--- src/rtl/seq_mul_pkg.sv ---
// Shared definitions for the iterative shift-add multiplier: state encoding,
// parameter legality check and CALC cycle count.
package seq_mul_pkg;

  typedef logic [1:0] state_t;

  localparam state_t ST_IDLE = 2'd0;
  localparam state_t ST_CALC = 2'd1;
  localparam state_t ST_DONE = 2'd2;

  // Width must be at least 2 and the per-cycle slice must tile it exactly.
  function automatic bit params_ok(input int nbits, input int bpc);
    return (nbits >= 2) && (bpc >= 1) && (bpc <= nbits) && ((nbits % bpc) == 0);
  endfunction

  function automatic int calc_cycles(input int nbits, input int bpc);
    return (bpc > 0) ? nbits / bpc : 1;
  endfunction

endpackage

--- src/rtl/seq_mul_step.sv ---
// One shift-add step: folds BITS_PER_CYCLE multiplier bits into the
// accumulator and advances both operands.
module seq_mul_step
  import seq_mul_pkg::*;
#(
  parameter int NBITS          = 8,
  parameter int BITS_PER_CYCLE = 1
) (
  input  logic [2*NBITS-1:0] a,
  input  logic [NBITS-1:0]   b,
  input  logic [2*NBITS-1:0] acc,
  output logic [2*NBITS-1:0] acc_next,
  output logic [2*NBITS-1:0] a_next,
  output logic [NBITS-1:0]   b_next
);

  logic [2*NBITS-1:0] pp;

  // NOTE: combinational logic uses blocking assignments, and pp gets a
  // default before the loop so no latch can be inferred.
  always_comb begin
    pp = '0;
    for (int i = 0; i < BITS_PER_CYCLE; i++) begin
      if (b[i]) pp = pp + (a << i);
    end
  end

  assign acc_next = acc + pp;
  assign a_next   = a << BITS_PER_CYCLE;
  assign b_next   = b >> BITS_PER_CYCLE;

endmodule

--- src/rtl/seq_mul_iterative.sv ---
// Iterative signed/unsigned multiplier with val/rdy streams; operands are
// reduced to magnitudes on entry and the sign is restored on the last step.
module seq_mul_iterative
  import seq_mul_pkg::*;
#(
  parameter int NBITS          = 8,
  parameter int BITS_PER_CYCLE = 1
) (
  input  logic               clk,
  input  logic               reset,
  input  logic               istream_val,
  output logic               istream_rdy,
  input  logic [NBITS-1:0]   in0,
  input  logic [NBITS-1:0]   in1,
  input  logic               is_signed,
  output logic               ostream_val,
  input  logic               ostream_rdy,
  output logic [2*NBITS-1:0] out
);

  localparam int CYCLES = calc_cycles(NBITS, BITS_PER_CYCLE);
  localparam int CW     = $clog2(CYCLES + 1);

  if (!params_ok(NBITS, BITS_PER_CYCLE)) begin : g_param_check
    $fatal(1, "seq_mul_iterative: NBITS must be >= 2 and divisible by BITS_PER_CYCLE");
  end

  state_t             state;
  logic [CW-1:0]      cnt;
  logic [2*NBITS-1:0] a_q, acc_q, out_q;
  logic [NBITS-1:0]   b_q;
  logic               neg_q;

  logic [2*NBITS-1:0] acc_next, a_next;
  logic [NBITS-1:0]   b_next;
  logic [NBITS-1:0]   mag0, mag1;

  // -2^(NBITS-1) negates to itself, which reads correctly as an unsigned magnitude.
  assign mag0 = (is_signed && in0[NBITS-1]) ? -in0 : in0;
  assign mag1 = (is_signed && in1[NBITS-1]) ? -in1 : in1;

  seq_mul_step #(
    .NBITS         (NBITS),
    .BITS_PER_CYCLE(BITS_PER_CYCLE)
  ) u_step (
    .a       (a_q),
    .b       (b_q),
    .acc     (acc_q),
    .acc_next(acc_next),
    .a_next  (a_next),
    .b_next  (b_next)
  );

  // NOTE: state registers use non-blocking assignments; every register here
  // is plain flops, so all of them are cleared by the asynchronous reset.
  always_ff @(posedge clk or posedge reset) begin
    if (reset) begin
      state <= ST_IDLE;
      cnt   <= '0;
      a_q   <= '0;
      b_q   <= '0;
      acc_q <= '0;
      neg_q <= 1'b0;
      out_q <= '0;
    end else begin
      case (state)
        ST_IDLE: begin
          if (istream_val) begin
            neg_q <= is_signed & (in0[NBITS-1] ^ in1[NBITS-1]);
            a_q   <= {{NBITS{1'b0}}, mag0};
            b_q   <= mag1;
            acc_q <= '0;
            cnt   <= CW'(CYCLES);
            state <= ST_CALC;
          end
        end
        ST_CALC: begin
          acc_q <= acc_next;
          a_q   <= a_next;
          b_q   <= b_next;
          cnt   <= cnt - CW'(1);
          if (cnt == CW'(1)) begin
            out_q <= neg_q ? -acc_next : acc_next;
            state <= ST_DONE;
          end
        end
        ST_DONE: begin
          if (ostream_rdy) state <= ST_IDLE;
        end
        default: state <= ST_IDLE;
      endcase
    end
  end

  // Handshake flags come from the state register alone; reset also masks ready.
  assign istream_rdy = (state == ST_IDLE) && !reset;
  assign ostream_val = (state == ST_DONE);
  assign out         = out_q;

endmodule

--- config.mk ---
export PLATFORM = sky130hd
export DESIGN_NAME = seq_mul_iterative
export DESIGN_NICKNAME = d
export VERILOG_FILES = /design/src/rtl/seq_mul_pkg.sv /design/src/rtl/seq_mul_step.sv /design/src/rtl/seq_mul_iterative.sv
export SDC_FILE = /design/constraint.sdc
export NUM_CORES = 1
export LEC_CHECK = 0
export CORE_MARGIN = 2
export CORE_UTILIZATION = 52
export DETAILED_ROUTE_END_ITERATION = 8
export PLACE_DENSITY_LB_ADDON = 0.08
export SYNTH_ARGS = -nofsm -noshare
export SYNTH_HDL_FRONTEND = slang
export SYNTH_SLANG_ARGS = --single-unit
--- constraint.sdc ---
create_clock -name clk -period 3.7 [get_ports clk]
set_input_delay 1.11 -clock clk [delete_from_list [all_inputs] [get_ports clk]]
set_output_delay 1.11 -clock clk [all_outputs]
set_load 0.01 [all_outputs]
; ---- Yosys cells after proc, flatten, opt, wreduce, memory -nomap -nowiden
; Cells that the tools add are included.
[totals]
regBits = 63
output_inout_bits = 18
[classes]
addsub = 5
eq_ne = 6
n_mux = 16
n_bitwise = 2
reduce_logical = 10
[op_table]
columns = op, n
row1 = $mux W16, 4
row2 = $pmux W16 S2, 2
row3 = $mux W8, 3
row4 = $add A16 B16 Y16, 1
row5 = $neg A16 Y16, 1
row6 = $neg A8 Y8, 2
row7 = $pmux W8 S2, 1
row8 = $pmux W4 S2, 1
row9 = $mux W2, 3
row10 = $pmux W2 S3, 1
row11 = $reduce_and A2 Y1, 3
row12 = $eq A4 B1 Y1 const B, 1
row13 = $mux W4, 1
row14 = $ne A2 B2 Y1 const B, 2
row15 = $sub A4 B1 Y4 const B, 1
row16 = $logic_and A1 B1 Y1, 3
row17 = $reduce_and A3 Y1, 1
row18 = $eq A2 B1 Y1 const B, 1
row19 = $eq A2 B2 Y1 const B, 1
row20 = $logic_not A2 Y1, 1
row21 = $ne A2 B1 Y1 const B, 1
row22 = $reduce_bool A2 Y1, 1
row23 = $and A1 B1 Y1, 1
row24 = $logic_not A1 Y1, 1
row25 = $xor A1 B1 Y1, 1

; ---- Logic depth before layout (Yosys ltp)
[logic_depth]
depth_word = 4
ltp_mapped = 12
ltp_nobuf = 11

; ---- Cells and area by module
; A second synthesis with hierarchy kept.
[hier_totals]
hier_cells = 480
hier_area_um2 = 4098.9
[by_module_without_submodules]
columns = module, instances, cells_per_inst, area_per_inst_um2, seq_area_each_um2
row1 = seq_mul_iterative, 1, 343, 3081.7, 1576.5
row2 = seq_mul_step, 1, 137, 1017.2, 0.0

; ---- Least setup slack after synthesis
; OpenSTA, ideal clock, no wires.
[synth_timing]
path_kind = flip-flop to flip-flop
start = register b_q[0]
end = register out_q[15], in the netlist out[15]
setup_ps = 124
arrival_ps = 3357
required_ps = 3576
setup_slack_ps = 219
path_stages_with_launch = 13
synth_period_minus_slack_ps = 3481
path_cell_list = dfrtp_1 and2_1 ha_1 fa_1 a21o_1 a221o_1 buf_6 a2111oi_4 xor2_2 or4b_4 o41ai_2 xnor2_1 o21ai_1
[synth_via]
elab_chain_cells = 4
[synth_rtl]
columns = element, line_no
row1 = "start, declared", seq_mul_iterative.sv:31  ; logic [NBITS-1:0] b_q;
row2 = "start signal, assigned", seq_mul_iterative.sv:71  ; b_q <= mag1;
row3 = "start signal, assigned", seq_mul_iterative.sv:80  ; b_q <= b_next;
row4 = $mux W16 *, seq_mul_step.sv:24  ; if (b[i]) pp = pp + (a << i);
row5 = $add A16 B16 Y16 *, seq_mul_step.sv:28  ; assign acc_next = acc + pp;
row6 = $neg A16 Y16, seq_mul_iterative.sv:83  ; out_q <= neg_q ? -acc_next : acc_next;
row7 = $mux W16 *, seq_mul_iterative.sv:83
row8 = "end signal, assigned", seq_mul_iterative.sv:83
row9 = "end, declared", seq_mul_iterative.sv:30  ; logic [2*NBITS-1:0] a_q, acc_q, out_q;
; Mark *: on every way between the ends. The rest lies on a longest branch, timed or not.
; A chain may end at the register's enable or synchronous reset.

; ---- Worst setup path in the final report
[layout_timing]
start = register a_q[0]
end = register out_q[15], in the netlist out[15]
[layout_via]
elab_chain_cells = 4
[layout_rtl]
columns = element, line_no
row1 = "start, declared", seq_mul_iterative.sv:30
row2 = "start signal, assigned", seq_mul_iterative.sv:70  ; a_q <= {{NBITS{1'b0}}, mag0};
row3 = "start signal, assigned", seq_mul_iterative.sv:79  ; a_q <= a_next;
row4 = $mux W16 *, seq_mul_step.sv:24
row5 = $add A16 B16 Y16 *, seq_mul_step.sv:28
row6 = $neg A16 Y16, seq_mul_iterative.sv:83
row7 = $mux W16 *, seq_mul_iterative.sv:83
; Marks and branches as above.

==> results.md <==
* Crit. path cell count at 11
* Grt met3 use at about 3.7%
* Pre-antenna DRT Iters at 4
* Synth Flop Type: dfrtp_1
* Fillcell total at 628
* Final Net Count at approximately 540
* CTS Buf Count at 9
* Iter 0 DRT Violations at 138
* Via count at 3318
* Total number of yosys warnings at 0
* Crit-path slowest cell: or4b_4
* Synth cell count leaders: nand2_1 (67), dfrtp_1 (63), o21ai_0 (59)
* Vias in the first global route at around 3100
* Setup crit end kind: register
* Synth area leaders: dfrtp_1 (40%), o21ai_0 (7.5%), nand2_1 (6.4%)
* Clock sinks at 63
* Crit-path max cell delay at 510 ps
* Crit path cell chain: and2_1, ha_2, fa_2, a21o_1, a221o_2, a2111oi_4, xor2_2, or4b_4, o41ai_4, xnor2_1, o21ai_1
* Post-CTS Hold Buffers at 0
* Clock Latency Late Sink at 350 ps
* Pwr Total at 4.338 mW
* R2R cell count at 11
* Setup Skew at 12.06 ps
* GRT Total Usage at around a fifth
* N_diodes at 0
* Yosys cell types at 48
* Largest area contributor in the netlist: dfrtp_1
* Syn avg cell area at 8.770 µm²
* Crit path launch: a_q[0]
* Leakage power at 2.115 nW
* Max rail drop VDD at 356.2 µV
* Number of antenna violations at the first check in global routing at 0
* Core area at 7292 µm²
* RR Endpoint: out[15]
* Final Hold Fails at 0
* Top cell type's share of synthesized area at between 40 and 50%
* Met1 Track Usage GR at roughly 27%
* Vias per inst at 5.558
* Syn_nets at 491
* Hpwl dp at 5938 µm
* Slew margin rel. at 43.14%
* Placed Area at ~4500 µm²
* Status: complete, no violations
* Rows at 31
* H-tree depth at 3
* Syn Inst Count at about 450
* WL/cell at 14.00 µm
* Post-route cell area at 4752 µm²
* Count leader, synth: nand2_1
* Hold/Removal Path Class: register to register
* First-pass GRT wire length at 14120 µm
* Routed WL at 8358 µm
* P&R area growth vs syn at 20.69%
* WP data arrival at 3800 ps
* Sum Neg Setup Slack at 0 ps
* # setup viols final at 0
* Routed Antenna Nets at 0
* Asr flop ratio synth at 100.0%
* Crit start category: register
* Worst path bufs/invs at 0
* FF-to-FF Start: a_q[0]
* Pin count of the biggest net entering global routing at 64
* Sequential element share of the synthesized area at 40.04%
* # IOs at 39
* Reg2Reg Setup Slack at 100 ps
* Worst slew pin tran at ~850 ps
* Layout cells sized above 1 at 10.04%
* Final Max Slew Viols at 0
* Cell Area, Synth at 3938 µm²
* IO buf count at 38
* Max Cap Viol at 0
* Max Fclk at 277.7 MHz
* Die span in y at 91.02 µm
* CTS Root Cell: clkbuf_8
* Die area at ~8300 µm²
* Die extent in x at 91.02 µm
* Clock slew at reported path FFs at 70 ps
* CTS tree: done
* Seq cells post-synth at between 60 and 70
* Setup CP Type: register to register
* CP delay by family, top: compound AO/OA/AOI/OAI gates
* DRC Markers at 0
* Number of synthesized flops with an enable pin at 0
* Worst Path Required at 3900 ps
* Fraction of the cycle the final worst path needs at 97.31%
* Grt ovf at 0
* CP Max Fanout at 8
* Minimum clock period at 3601 ps
* Crit path to: out[15]
* Clock Tree Buf Depth at 2
* Power Dens Cells at 912.8 nW/µm²
* Gp weighted congestion at 0.7866
* GRT Max-Usage Layer: met2
* Met2 Use GR at 35.56%
* Starting Density at 54.00%
## layer usage
metal / vias up / share of wire, %
met2: 78 / 48
met1: 1560 / 47
met4: 0 / 1.3
li1: 1671 / -
met5: - / 0
met3: 9 / 4.0
## flip-flops by register name, summed over array words and instances (netlist names)
| register | count |
|---|---|
| a_q | 16 |
| acc_q | 16 |
| b_q | 8 |
| cnt | 4 |
| neg_q | 1 |
| out | 16 |
| state | 2 |
## power breakdown
| group | switching, mW | internal (mW) |
|---|---|---|
| Clock | 0.277 | 0.415 |
| Sequential | 0.218 | 0.995 |
| Combinational | 1.34 | 1.09 |
| Total | 1.84 | 2.50 |
## final cells by class
type                       count  area [µm²]  share of cell area [%]
tap                           99       123.9                   2.607
clock buffer                  11       151.4                   3.186
sequential                    63        1577                   33.18
clock inverter                 5       80.08                   1.685
timing repair buffer          55       508.0                   10.69
multi-input combinational    349        2256                   47.47
inverter                      15       56.30                   1.185
## repair_timing
action | CTS | global route
gates resized for setup | 0 | 9
setup buffers | 0 | 1
setup endpoints to repair | 0 | 3
## worst register-to-register path: cells and delay by family, from the launching register on
| kind | cells | cell delay (ps) |
|---|---|---|
| AO/OA/AOI/OAI | 5 | 1500 |
| XOR/XNOR | 2 | 340 |
| adder cells (fa/ha/maj) | 2 | 550 |
| flip-flops | 1 | 400 |
| AND/OR/NAND/NOR | 2 | 660 |
## worst min path at each step
stage                     startpoint     end  slack [ps]  cells after the start
after floorplan               cnt[3]  cnt[3]         460                      1
after global placement        out[8]  out[8]         460                      2
after detailed placement      out[2]  out[2]         470                      2
after CTS                     out[2]  out[2]         490                      2
after global routing          out[5]  out[5]         500                      2
final                         out[4]  out[4]         480                      2
## metrics by stage
| stage | utilization [%] | hold slack (ps) | cells | setup slack, ps |
|---|---|---|---|---|
| floorplan | - | 457.5 | 449 | 219.2 |
| global placement | 61.26 | 459.8 | 580 | 139.9 |
| detailed placement | 61.26 | 469.9 | 580 | 54.65 |
| CTS | 64.43 | 485.8 | 596 | 49.55 |
| global route | 65.17 | 500.5 | 597 | -74.53 |
| finish | 65.17 | 475.2 | 597 | 99.35 |
## cells by family (layout without fill, tap and decap cells)
group / Yosys count / after routing / synth area share, %
and+or+nand+nor: 161 / 161 / 19.35
AOI/OAI and AO/OA: 123 / 123 / 19.70
DFF: 63 / 63 / 40.04
xor gates and xnor gates: 40 / 40 / 9.088
buffers and inverters: 37 / 86 / 3.908
adders and majority gates: 21 / 21 / 6.864
muxes: 4 / 4 / 1.049
## cell usage in the layout, fill, tap and decap left out, types with 4 or more instances in the layout
cell             instances
a21o_1                   4
clkdlybuf4s50_1         38
a31oi_1                  6
buf_4                   17
o21ai_0                 58
clkbuf_8                11
a22oi_1                 13
o31ai_1                  5
a21oi_1                 13
xor2_1                  15
nor3_1                  10
inv_1                   14
xnor2_1                 24
and2_1                  20
nand2_1                 67
nor2_1                  16
nand3_1                 31
dfrtp_1                 63
nand2b_1                 4
ha_1                    18
Note: power is estimated with default switching activity, not from simulation.
